--- src/rtl/id_stage.sv ---
// Decode stage of the 5-stage ARM-subset pipeline: field decode, condition check,
// RAW hazard detection against EXE/MEM, and the ID/EX pipeline register.
module id_stage (
  input  logic        clk,
  input  logic        rst,
  input  logic [31:0] instr_if,
  input  logic [31:0] pc_if,
  input  logic [3:0]  status,
  input  logic [31:0] reg_out_1,
  input  logic [31:0] reg_out_2,
  input  logic [3:0]  exe_dest,
  input  logic [3:0]  mem_dest,
  input  logic        exe_wb_en,
  input  logic        mem_wb_en,
  input  logic        flush,
  output logic [3:0]  src_1,
  output logic [3:0]  src_2,
  output logic        hazard,
  output logic [31:0] id_pc,
  output logic [31:0] id_val_rn,
  output logic [31:0] id_val_rm,
  output logic [3:0]  id_dest,
  output logic [3:0]  id_src1,
  output logic [3:0]  id_src2,
  output logic [3:0]  id_exe_cmd,
  output logic        id_wb_en,
  output logic        id_mem_r,
  output logic        id_mem_w,
  output logic        id_b,
  output logic        id_s,
  output logic        id_imm,
  output logic        id_valid,
  output logic [11:0] id_shift_op,
  output logic [23:0] id_imm24
);

  typedef struct packed {
    logic [31:0] pc;
    logic [31:0] valRn;
    logic [31:0] valRm;
    logic [3:0]  dest;
    logic [3:0]  src1;
    logic [3:0]  src2;
    logic [3:0]  exeCmd;
    logic        wbEn;
    logic        memR;
    logic        memW;
    logic        b;
    logic        s;
    logic        imm;
    logic        valid;
    logic [11:0] shiftOp;
    logic [23:0] imm24;
  } idex_t;

  logic [3:0] w_cond;
  logic [1:0] w_mode;
  logic       w_i;
  logic [3:0] w_opcode;
  logic       w_s;
  logic [3:0] w_rn;
  logic [3:0] w_rd;
  logic [3:0] w_rm;
  logic       w_isStr;
  logic       w_usesRn;
  logic       w_usesSrc2;
  logic       w_hazRn;
  logic       w_hazSrc2;
  logic       w_condTrue;
  logic       w_go;
  logic       w_known;
  logic [3:0] w_cmd;
  logic       w_wbEn;
  logic       w_memR;
  logic       w_memW;
  logic       w_b;
  logic       w_sOut;
  logic       w_imm;
  idex_t      w_next;
  idex_t      r_idex;

  assign w_cond   = instr_if[31:28];
  assign w_mode   = instr_if[27:26];
  assign w_i      = instr_if[25];
  assign w_opcode = instr_if[24:21];
  assign w_s      = instr_if[20];
  assign w_rn     = instr_if[19:16];
  assign w_rd     = instr_if[15:12];
  assign w_rm     = instr_if[3:0];

  assign w_isStr = (w_mode == 2'b01) && !w_s;
  assign src_1   = w_rn;
  assign src_2   = w_isStr ? w_rd : w_rm;

  // No WB-stage compare: the register file writes on negedge, ahead of our capture.
  assign w_usesRn   = ((w_mode == 2'b00) && (w_opcode != 4'b1101) && (w_opcode != 4'b1111))
                      || (w_mode == 2'b01);
  assign w_usesSrc2 = ((w_mode == 2'b00) && !w_i) || w_isStr;
  assign w_hazRn    = (exe_wb_en && (w_rn == exe_dest)) || (mem_wb_en && (w_rn == mem_dest));
  assign w_hazSrc2  = (exe_wb_en && (src_2 == exe_dest)) || (mem_wb_en && (src_2 == mem_dest));
  assign hazard     = (w_usesRn && w_hazRn) || (w_usesSrc2 && w_hazSrc2);

  always_comb begin
    w_condTrue = 1'b0;
    case (w_cond)
      4'b0000: w_condTrue = status[2];
      4'b0001: w_condTrue = !status[2];
      4'b0010: w_condTrue = status[1];
      4'b0011: w_condTrue = !status[1];
      4'b0100: w_condTrue = status[3];
      4'b0101: w_condTrue = !status[3];
      4'b0110: w_condTrue = status[0];
      4'b0111: w_condTrue = !status[0];
      4'b1000: w_condTrue = status[1] && !status[2];
      4'b1001: w_condTrue = !status[1] || status[2];
      4'b1010: w_condTrue = (status[3] == status[0]);
      4'b1011: w_condTrue = (status[3] != status[0]);
      4'b1100: w_condTrue = !status[2] && (status[3] == status[0]);
      4'b1101: w_condTrue = status[2] || (status[3] != status[0]);
      4'b1110: w_condTrue = 1'b1;
      default: w_condTrue = 1'b0;
    endcase
  end

  always_comb begin
    w_known = 1'b1;
    w_cmd   = 4'b0000;
    w_wbEn  = 1'b0;
    w_memR  = 1'b0;
    w_memW  = 1'b0;
    w_b     = 1'b0;
    w_sOut  = 1'b0;
    w_imm   = 1'b0;
    case (w_mode)
      2'b00: begin
        case (w_opcode)
          4'b1101: begin w_cmd = 4'b0001; w_wbEn = 1'b1; end
          4'b1111: begin w_cmd = 4'b1001; w_wbEn = 1'b1; end
          4'b0100: begin w_cmd = 4'b0010; w_wbEn = 1'b1; end
          4'b0101: begin w_cmd = 4'b0011; w_wbEn = 1'b1; end
          4'b0010: begin w_cmd = 4'b0100; w_wbEn = 1'b1; end
          4'b0110: begin w_cmd = 4'b0101; w_wbEn = 1'b1; end
          4'b0000: begin w_cmd = 4'b0110; w_wbEn = 1'b1; end
          4'b1100: begin w_cmd = 4'b0111; w_wbEn = 1'b1; end
          4'b0001: begin w_cmd = 4'b1000; w_wbEn = 1'b1; end
          4'b1010: w_cmd = 4'b0100;
          4'b1000: w_cmd = 4'b0110;
          default: w_known = 1'b0;
        endcase
        w_sOut = w_known && w_s;
        w_imm  = w_known && w_i;
      end
      2'b01: begin
        w_cmd  = 4'b0010;
        w_sOut = w_s;
        w_imm  = w_i;
        w_memR = w_s;
        w_wbEn = w_s;
        w_memW = !w_s;
      end
      2'b10: begin
        w_b   = 1'b1;
        w_imm = w_i;
      end
      default: w_known = 1'b0;
    endcase
  end

  // A false condition keeps the data fields but strips every side-effecting control bit.
  assign w_go = w_condTrue && !hazard;

  always_comb begin
    w_next         = '0;
    w_next.pc      = pc_if;
    w_next.valRn   = reg_out_1;
    w_next.valRm   = reg_out_2;
    w_next.dest    = w_rd;
    w_next.src1    = src_1;
    w_next.src2    = src_2;
    w_next.exeCmd  = w_cmd;
    w_next.wbEn    = w_wbEn && w_go;
    w_next.memR    = w_memR && w_go;
    w_next.memW    = w_memW && w_go;
    w_next.b       = w_b && w_go;
    w_next.s       = w_sOut && w_go;
    w_next.imm     = w_imm;
    w_next.valid   = w_go;
    w_next.shiftOp = instr_if[11:0];
    w_next.imm24   = instr_if[23:0];
  end

  always_ff @(posedge clk or negedge rst) begin
    if (!rst) begin
      r_idex <= '0;
    end else if (flush || hazard) begin
      r_idex <= '0;
    end else begin
      r_idex <= w_next;
    end
  end

  assign id_pc       = r_idex.pc;
  assign id_val_rn   = r_idex.valRn;
  assign id_val_rm   = r_idex.valRm;
  assign id_dest     = r_idex.dest;
  assign id_src1     = r_idex.src1;
  assign id_src2     = r_idex.src2;
  assign id_exe_cmd  = r_idex.exeCmd;
  assign id_wb_en    = r_idex.wbEn;
  assign id_mem_r    = r_idex.memR;
  assign id_mem_w    = r_idex.memW;
  assign id_b        = r_idex.b;
  assign id_s        = r_idex.s;
  assign id_imm      = r_idex.imm;
  assign id_valid    = r_idex.valid;
  assign id_shift_op = r_idex.shiftOp;
  assign id_imm24    = r_idex.imm24;

endmodule

--- config.mk ---
export PLATFORM = sky130hd
export DESIGN_NAME = id_stage
export DESIGN_NICKNAME = d
export VERILOG_FILES = /design/src/rtl/id_stage.sv
export SDC_FILE = /design/constraint.sdc
export NUM_CORES = 1
export LEC_CHECK = 0
export CAP_MARGIN = 20
export CORE_MARGIN = 3
export CORE_UTILIZATION = 34
export DETAILED_ROUTE_END_ITERATION = 7
export GPL_ROUTABILITY_DRIVEN = 0
export GPL_TIMING_DRIVEN = 0
export PLACE_DENSITY = 0.83
export SLEW_MARGIN = 10
export SYNTH_ARGS = -nofsm -noshare
export SYNTH_HDL_FRONTEND = slang
export SYNTH_SLANG_ARGS = --single-unit
--- constraint.sdc ---
create_clock -name clk -period 2.6 [get_ports clk]
set_clock_uncertainty 0.05 [all_clocks]
set_input_delay 0.52 -clock clk [delete_from_list [all_inputs] [get_ports clk]]
set_output_delay 0.52 -clock clk [all_outputs]
set_load 0.01 [all_outputs]
==> results of run 1 <==
[per-layer routing]
metal  vias up  GRT usage  wire length, um
met5         -          0                0
met4         0     0.0607              253
met3        20     0.0521              950
met2       171      0.333             8470
met1      1964      0.206             6040
li1       1941          -                -
[timing repair]
| item | CTS | global route |
|---|---|---|
| resized for setup | 30 | 5 |
| setup endpoints to repair | 140 | 3 |
| hold buffers | 0 | 0 |
| endpoints found under the hold margin | 0 | 0 |
| pin swaps | 5 | 4 |
| buffers inserted | 9 | 2 |
[sequential cells by signal, indices dropped and copies added, names as in the netlist]
| name | cells |
|---|---|
| id_valid | 1 |
| id_wb_en | 1 |
| id_imm | 1 |
| id_mem_w | 1 |
| id_val_rm | 32 |
| id_b | 1 |
| id_exe_cmd | 4 |
| id_pc | 32 |
| id_s | 1 |
| id_src2 | 4 |
| id_mem_r | 1 |
| id_imm24 | 24 |
| id_val_rn | 32 |
[synthesized netlist by cell type (all sizes together) (3+ instances only)]
master,number
or4,3
o21ai,8
xnor2,12
buf,31
ha,4
a21oi,6
nor2b,5
nor3b,5
inv,10
and2,124
xor2,10
mux2i,5
nand2,5
dfrtp,135
a31oi,3
nor2,4
clkbuf,12
nor3,3
[how the worst min path moves through the flow]
stage | from | to | slack, ns | depth (start not counted)
3_5_place_dp | rst | id_val_rn[15] | 0.49 | 1
6_report | rst | id_pc[22] | 0.04 | 1
4_1_cts | rst | id_val_rn[14] | 0.05 | 1
2_1_floorplan | rst | id_b | 0.17 | 0
3_3_place_gp | instr_if[23] | id_imm24[23] | 0.88 | 2
5_1_grt | rst | id_val_rn[17] | 0.07 | 1
[metrics by stage]
stage	std cells	area (um^2)	setup TNS, ns	worst slack, ns
global placement	923	8700	-684.79	-4.29
CTS	965	9370	-0.153	-0.153
global route	966	9400	-0.194	-0.194
detailed placement	924	8730	-109.94	-1.19
finish	966	9400	-0.113	-0.113
floorplan	408	5400	0	0.00614
[layout make-up]
class	instances	area, um^2	share of cell area
plain buffers	42	293	0.0312
flip-flops and latches	135	3380	0.360
repair buffers	316	3180	0.339
well taps	211	264	0.0281
inverters	10	40.0	0.00426
multi-input cells	220	1690	0.180
clock inverters	13	93.8	0.00999
clock buffers	19	453	0.0482
[layout by cell type (no fill, tap or decap), types with 3 or more instances in the layout]
cell type / Yosys / final
nand2_1: 5 / 4
clkbuf_16: 0 / 17
inv_1: 10 / 9
nor3_1: 3 / 3
nor2_1: 4 / 4
xor2_1: 10 / 10
clkinv_2: 0 / 4
o21ai_0: 8 / 7
nor3b_1: 5 / 5
inv_6: 0 / 4
nor2b_1: 5 / 5
clkinvlp_4: 0 / 4
buf_4: 24 / 33
clkbuf_1: 12 / 12
clkdlybuf4s50_1: 0 / 294
dfrtp_1: 135 / 135
buf_6: 7 / 9
dlymetal6s2s_1: 0 / 3
a21oi_1: 6 / 6
and2_1: 74 / 74
and2_4: 50 / 50
mux2i_4: 0 / 3
xnor2_1: 12 / 12
a31oi_1: 3 / 3
[logic make-up after synthesis]
logic type,count (synthesis),synth area share
DFF,135,0.631
xor gates and xnor gates,22,0.0360
buffers and inverters,53,0.0638
adders and majority gates,4,0.00935
AOI/OAI and AO/OA,26,0.0330
muxes,6,0.0136
and+or+nand+nor,162,0.213
[where the power goes]
| group | total (mW) | switching [mW] | internal [mW] |
|---|---|---|---|
| combinational | 1.04 | 0.390 | 0.649 |
| sequential | 2.27 | 0.0425 | 2.23 |
| clock | 2.18 | 0.908 | 1.27 |
==> metrics.md, run 1 <==
| Metric | Value |
|---|---|
| DPL Wire Length | 12.4 mm |
| Total global-route track usage | 0.183 |
| First DRT Iteration DRCs | 91 |
| TritonCTS clock tree | built |
| Via density | 4.24 |
| Min Clock Period, post-route | 2.71 ns |
| LEAKAGE | 4.20 nW |
| Worst-path fanout max | 4 |
| Syn_nets | 557 |
| Cell Pwr Density | 584 nW/um^2 |
| Share of layout cells above drive strength 1 | 0.189 |
| Async SR Flop Fraction | 1.00 |
| Predominant post-synthesis flop cell | dfrtp_1 |
| Synth cell types | 41 |
| Synth-to-layout area growth | 75.5% |
| Global-route wire length before repair | 24.3 mm |
| Number of diodes | 0 |
| Fin crit share | 1.04 |
| Placeable Area | 15300 um^2 |
| Hold WS | 0.0388 ns |
| Vias in the first global route | 4292 |
| I/O Buffers | 304 |
| Largest delay contributor family on the critical path | simple AND/OR/NAND/NOR gates |
| F_max | 0.369 GHz |
| Pwr Total | 5.49 mW |
| Result of the run | finished, violations left |
| RSZ-0062 raised after global routing | true |
| Worst EP required | 2.03 ns |
| Remaining antenna violation count | 0 |
| Number of enable flip-flop cells after synthesis | 0 |
| DRT Pass-1 Iters | 4 |
| Startpoint types | input port |
| Routed wire length per instance | 16.3 um |
| Buf/Inv on CP | 3 |
| Largest area contributor in the netlist | dfrtp_1 |
| Setup CP Type | input port to output port |
| # DRC | 0 |
| Initial Util | 0.350 |
| Launch point of the worst path | instr_if[27] |
| CTS HTree Levels | 4 |
| Worst Setup EP | hazard |
| Final hold viol count | 0 |
| Max stage delay on crit path | 0.54 ns |
| Critical Path Slowest Stage Cell | or4_4 |
| Hold crit path type | input port to asynchronous set/reset pin |
| Die height | 131 um |
| Total gr overflow | 0 |
| DIE WIDTH | 131 um |
| CTS root buf | clkbuf_16 |
| Final net count | 891 |
| Row cnt | 45 |
| Worst setup margin | -0.113 ns |
| Vias | 4096 |
| Register area share after synthesis | 0.631 |
| Mapped Area | 5350 um^2 |
| Post-synth top area share | 0.631 |
| Slew @ Worst Pin | 0.652 ns |
| # IOs | 309 |
| Reg clk slew, reported paths | 0.06 ns |
| Initial antenna violation count | 0 |
| Die Footprint | 17300 um^2 |
| Relative slew slack | 0.562 |
| Ys Warns | 0 |
| Pin count of the biggest net entering global routing | 75 |
| CTS buffer count | 17 |
| Worst Setup End Kind | output port |
| Synth Instances | 408 |
| Syn Area/Cell | 13.1 um^2 |
| CP Data Arrival Time | 2.14 ns |
| Max_cap viols | 0 |
| Drt total wl | 15.7 mm |
| Violated checks | negative setup slack |
| Final Max Tran Viols | 0 |
| CP Depth | 10 |
| Final Setup Violations | 1 |
| Peak supply drop | 0.000415 V |
| Bufs on Longest Clock Path | 2 |
| Synth Register Bits | 135 |
| Area contributors post-synth | dfrtp_1 (63%), and2_1 (8.6%), and2_4 (8.2%), buf_4 (3.4%), xnor2_1 (2.0%) |
| Worst-path cell chain | buf_8 -> inv_4 -> ha_4 -> nand2b_4 -> mux2i_4 -> xnor2_1 -> or4_4 -> o21a_1 -> nand2_2 -> buf_6 |
| # fillers | 1222 |
| CTS sink count | 135 |
| Post-layout util | 0.614 |
No activity file was read; power rests on OpenSTA's default activity.
==> run 2: changes to the inputs <==
--- a/config.mk
+++ b/config.mk
@@ -11,6 +11,7 @@
 export DETAILED_ROUTE_END_ITERATION = 7
 export GPL_ROUTABILITY_DRIVEN = 0
 export GPL_TIMING_DRIVEN = 0
+export MAX_ROUTING_LAYER = met4
 export PLACE_DENSITY = 0.83
 export SLEW_MARGIN = 10
 export SYNTH_ARGS = -nofsm -noshare
==> run 2 against run 1 <==
  * Worst setup slack got worse by 0.0012 ns
  * Critical endpoint unchanged
  * Power hardly changed
  * Cell count stayed put
  * Global-route usage rose by 0.50 points
  * The flow still finishes with violations (negative setup slack)
  * Critical path depth is 1 lower
  * Sequential share of layout area stayed put
  * Largest power group unchanged
  * Non-clock buffer count is the same
==> metrics.md, run 2 (synthesis gave the netlist of run 1 again) <==
| Metric | Value |
|---|---|
| RSZ-0062 raised after global routing | true (unchanged) |
| TritonCTS clock tree | built (unchanged) |
| Sw frac | 0.244 (about the same) |
| FF+latch area | 3380 um^2 (unchanged) |
| Vias in the first global route | 4302 (was 4292) |
| Largest delay contributor family on the critical path | simple AND/OR/NAND/NOR gates (unchanged) |
| DPL Wire Length | 12.4 mm (unchanged) |
| Min Clock Period, post-route | 2.71 ns (about the same) |
| Via density | 4.23 (was 4.24) |
| I/O Buffers | 304 (unchanged) |
| Placed cell count | 924 (unchanged) |
| Buf/Inv on CP | 2 (was 3) |
| CTS sink count | 135 (unchanged) |
| Drt total wl | 15.7 mm (about the same) |
| Total negative slack | -0.114 ns (was -0.113 ns) |
| Cts hold-fix bufs | 0 (unchanged) |
| DRT Pass-1 Iters | 4 (unchanged) |
| Number of diodes | 0 (unchanged) |
| P_sw | 1.34 mW (about the same) |
| Worst setup margin | -0.114 ns (was -0.113 ns) |
| Share of layout cells above drive strength 1 | 0.189 (unchanged) |
| # IOs | 309 (unchanged) |
| Bufs on Longest Clock Path | 2 (unchanged) |
| CP Data Arrival Time | 2.14 ns (about the same) |
| Comb power frac | 0.189 (about the same) |
| Result of the run | finished, violations left (unchanged) |
| Pint | 4.15 mW (about the same) |
| Violated checks | negative setup slack (unchanged) |
| CTS root buf | clkbuf_16 (unchanged) |
| Final Max Tran Viols | 0 (unchanged) |
| Fin crit share | 1.04 (about the same) |
| Reg clk slew, reported paths | 0.06 ns (about the same) |
| Cell Pwr Density | 584 nW/um^2 (about the same) |
| Die Footprint | 17300 um^2 (unchanged) |
| Multi-input logic area | 1690 um^2 (unchanged) |
| Max_cap viols | 0 (unchanged) |
| Design Area, Final | 9400 um^2 (unchanged) |
| Worst-path cell chain | buf_8 -> ha_4 -> nand2b_4 -> mux2i_4 -> xnor2_1 -> or4_4 -> o21a_1 -> nand2_2 -> buf_6 (was buf_8 -> inv_4 -> ha_4 -> nand2b_4 -> mux2i_4 -> xnor2_1 -> or4_4 -> o21a_1 -> nand2_2 -> buf_6) |
| Routed wire length per instance | 16.2 um (was 16.3 um) |
| # DRC | 0 (unchanged) |
| Final Setup Violations | 1 (unchanged) |
| CTS buffer count | 17 (unchanged) |
| Finished Layout Cells | 966 (unchanged) |
| Critical Path Slowest Stage Cell | or4_4 (unchanged) |
| F_max | 0.368 GHz (was 0.369 GHz) |
| DIE WIDTH | 131 um (unchanged) |
| Initial antenna violation count | 0 (unchanged) |
| Final hold viol count | 0 (unchanged) |
| Seq pwr share | 0.413 (about the same) |
| Vias | 4090 (was 4096) |
| Final net count | 891 (unchanged) |
| CTS HTree Levels | 4 (unchanged) |
| Total gr overflow | 0 (unchanged) |
| Worst Setup End Kind | output port (unchanged) |
| Global-route wire length before repair | 24.2 mm (was 24.3 mm) |
| Max stage delay on crit path | 0.54 ns (about the same) |
| LEAKAGE | 4.20 nW (unchanged) |
| Worst-path fanout max | 4 (unchanged) |
| Commonest cells after routing, fill and taps aside | clkdlybuf4s50_1 (294), dfrtp_1 (135), and2_1 (74) (unchanged) |
| Commonest non-fill, non-tap cell in the layout | clkdlybuf4s50_1 (unchanged) |
| Hold WS | 0.0378 ns (was 0.0388 ns) |
| Synth-to-layout area growth | 75.5% (unchanged) |
| Total global-route track usage | 0.188 (was 0.183) |
| Setup CP Type | input port to output port (unchanged) |
| Row cnt | 45 (unchanged) |
| Startpoint types | input port (unchanged) |
| Initial Util | 0.350 (unchanged) |
| CP Depth | 9 (was 10) |
| Worst EP required | 2.03 ns (about the same) |
| # fillers | 1222 (unchanged) |
| Clk pwr share | 0.397 (was 0.398) |
| Die height | 131 um (unchanged) |
| Pin count of the biggest net entering global routing | 75 (unchanged) |
| Remaining antenna violation count | 0 (unchanged) |
| First DRT Iteration DRCs | 123 (was 91) |
| Relative slew slack | 0.550 (was 0.562) |
| Peak supply drop | 0.000416 V (was 0.000415 V) |
| Slew @ Worst Pin | 0.670 ns (was 0.652 ns) |
| Placeable Area | 15300 um^2 (unchanged) |
| Hold crit path type | input port to asynchronous set/reset pin (unchanged) |
| Dpl cell area | 8730 um^2 (unchanged) |
==> run 2: cell counts in the layout (fill, tap and decap cells not counted) <==
Identical to the previous run, type by type.
==> run 2: worst paths after layout <==
check / slack, ns / from / to
max: -0.11 / instr_if[26] / hazard
min in group clk: 0.33 / instr_if[20] / id_imm24[20]
min: 0.04 / rst / id_val_rn[17]
max in group asynchronous: 1.71 / rst / id_val_rm[3]
==> run 2: area by class of cell <==
class                           count  share of cell area
Sequential cell                   135               0.360
Clock buffer                       19              0.0482
Timing Repair Buffer              316               0.339
Clock inverter                     13             0.00999
Inverter                           10             0.00426
Tap cell                          211              0.0281
Buffer                             42              0.0312
Multi-Input combinational cell    220               0.180
==> run 2: power groups by stage <==
stage | Sequential [mW] | Combinational, mW | Clock, mW
final | 2.27 | 1.04 | 2.18
after global routing | 2.28 | 1.11 | 2.33
after CTS | 2.27 | 1.05 | 2.25
after detailed placement | 2.31 | 1.03 | 0
after global placement | 2.31 | 1.01 | 0
after floorplan | 2.37 | 0.303 | 0
==> run 2: repair_timing <==
item                                    in CTS  in global routing
endpoints found under the hold margin        0                  0
buffers inserted                             9                  2
endpoints found under the setup margin     140                  3
pin swaps                                    5                  4
gates resized for setup                     30                  5
==> run 2: layer usage <==
| layer | up-vias | GRT usage | part of all wire |
|---|---|---|---|
| met5 | - | - | 0 |
| met4 | 0 | 0.0630 | 0.018 |
| met3 | 22 | 0.0475 | 0.056 |
| met2 | 167 | 0.332 | 0.54 |
| met1 | 1960 | 0.209 | 0.39 |
| li1 | 1941 | - | - |
==> run 2: through the flow <==
stage               total power, mW  utilization  worst slack, ns
global placement               3.31        0.568            -4.29
finish                         5.49        0.614           -0.114
global route                   5.72        0.614           -0.194
floorplan                      2.67            -          0.00614
detailed placement             3.34        0.570            -1.19
CTS                            5.57        0.612           -0.153
==> run 3: changes to the inputs <==
--- a/config.mk
+++ b/config.mk
@@ -8,6 +8,7 @@
 export CAP_MARGIN = 20
 export CORE_MARGIN = 3
 export CORE_UTILIZATION = 34
+export CTS_CLUSTER_SIZE = 25
 export DETAILED_ROUTE_END_ITERATION = 7
 export GPL_ROUTABILITY_DRIVEN = 0
 export GPL_TIMING_DRIVEN = 0
==> results of run 3 <==
The final DEF is identical to that of run 2; final timing and power are the same.
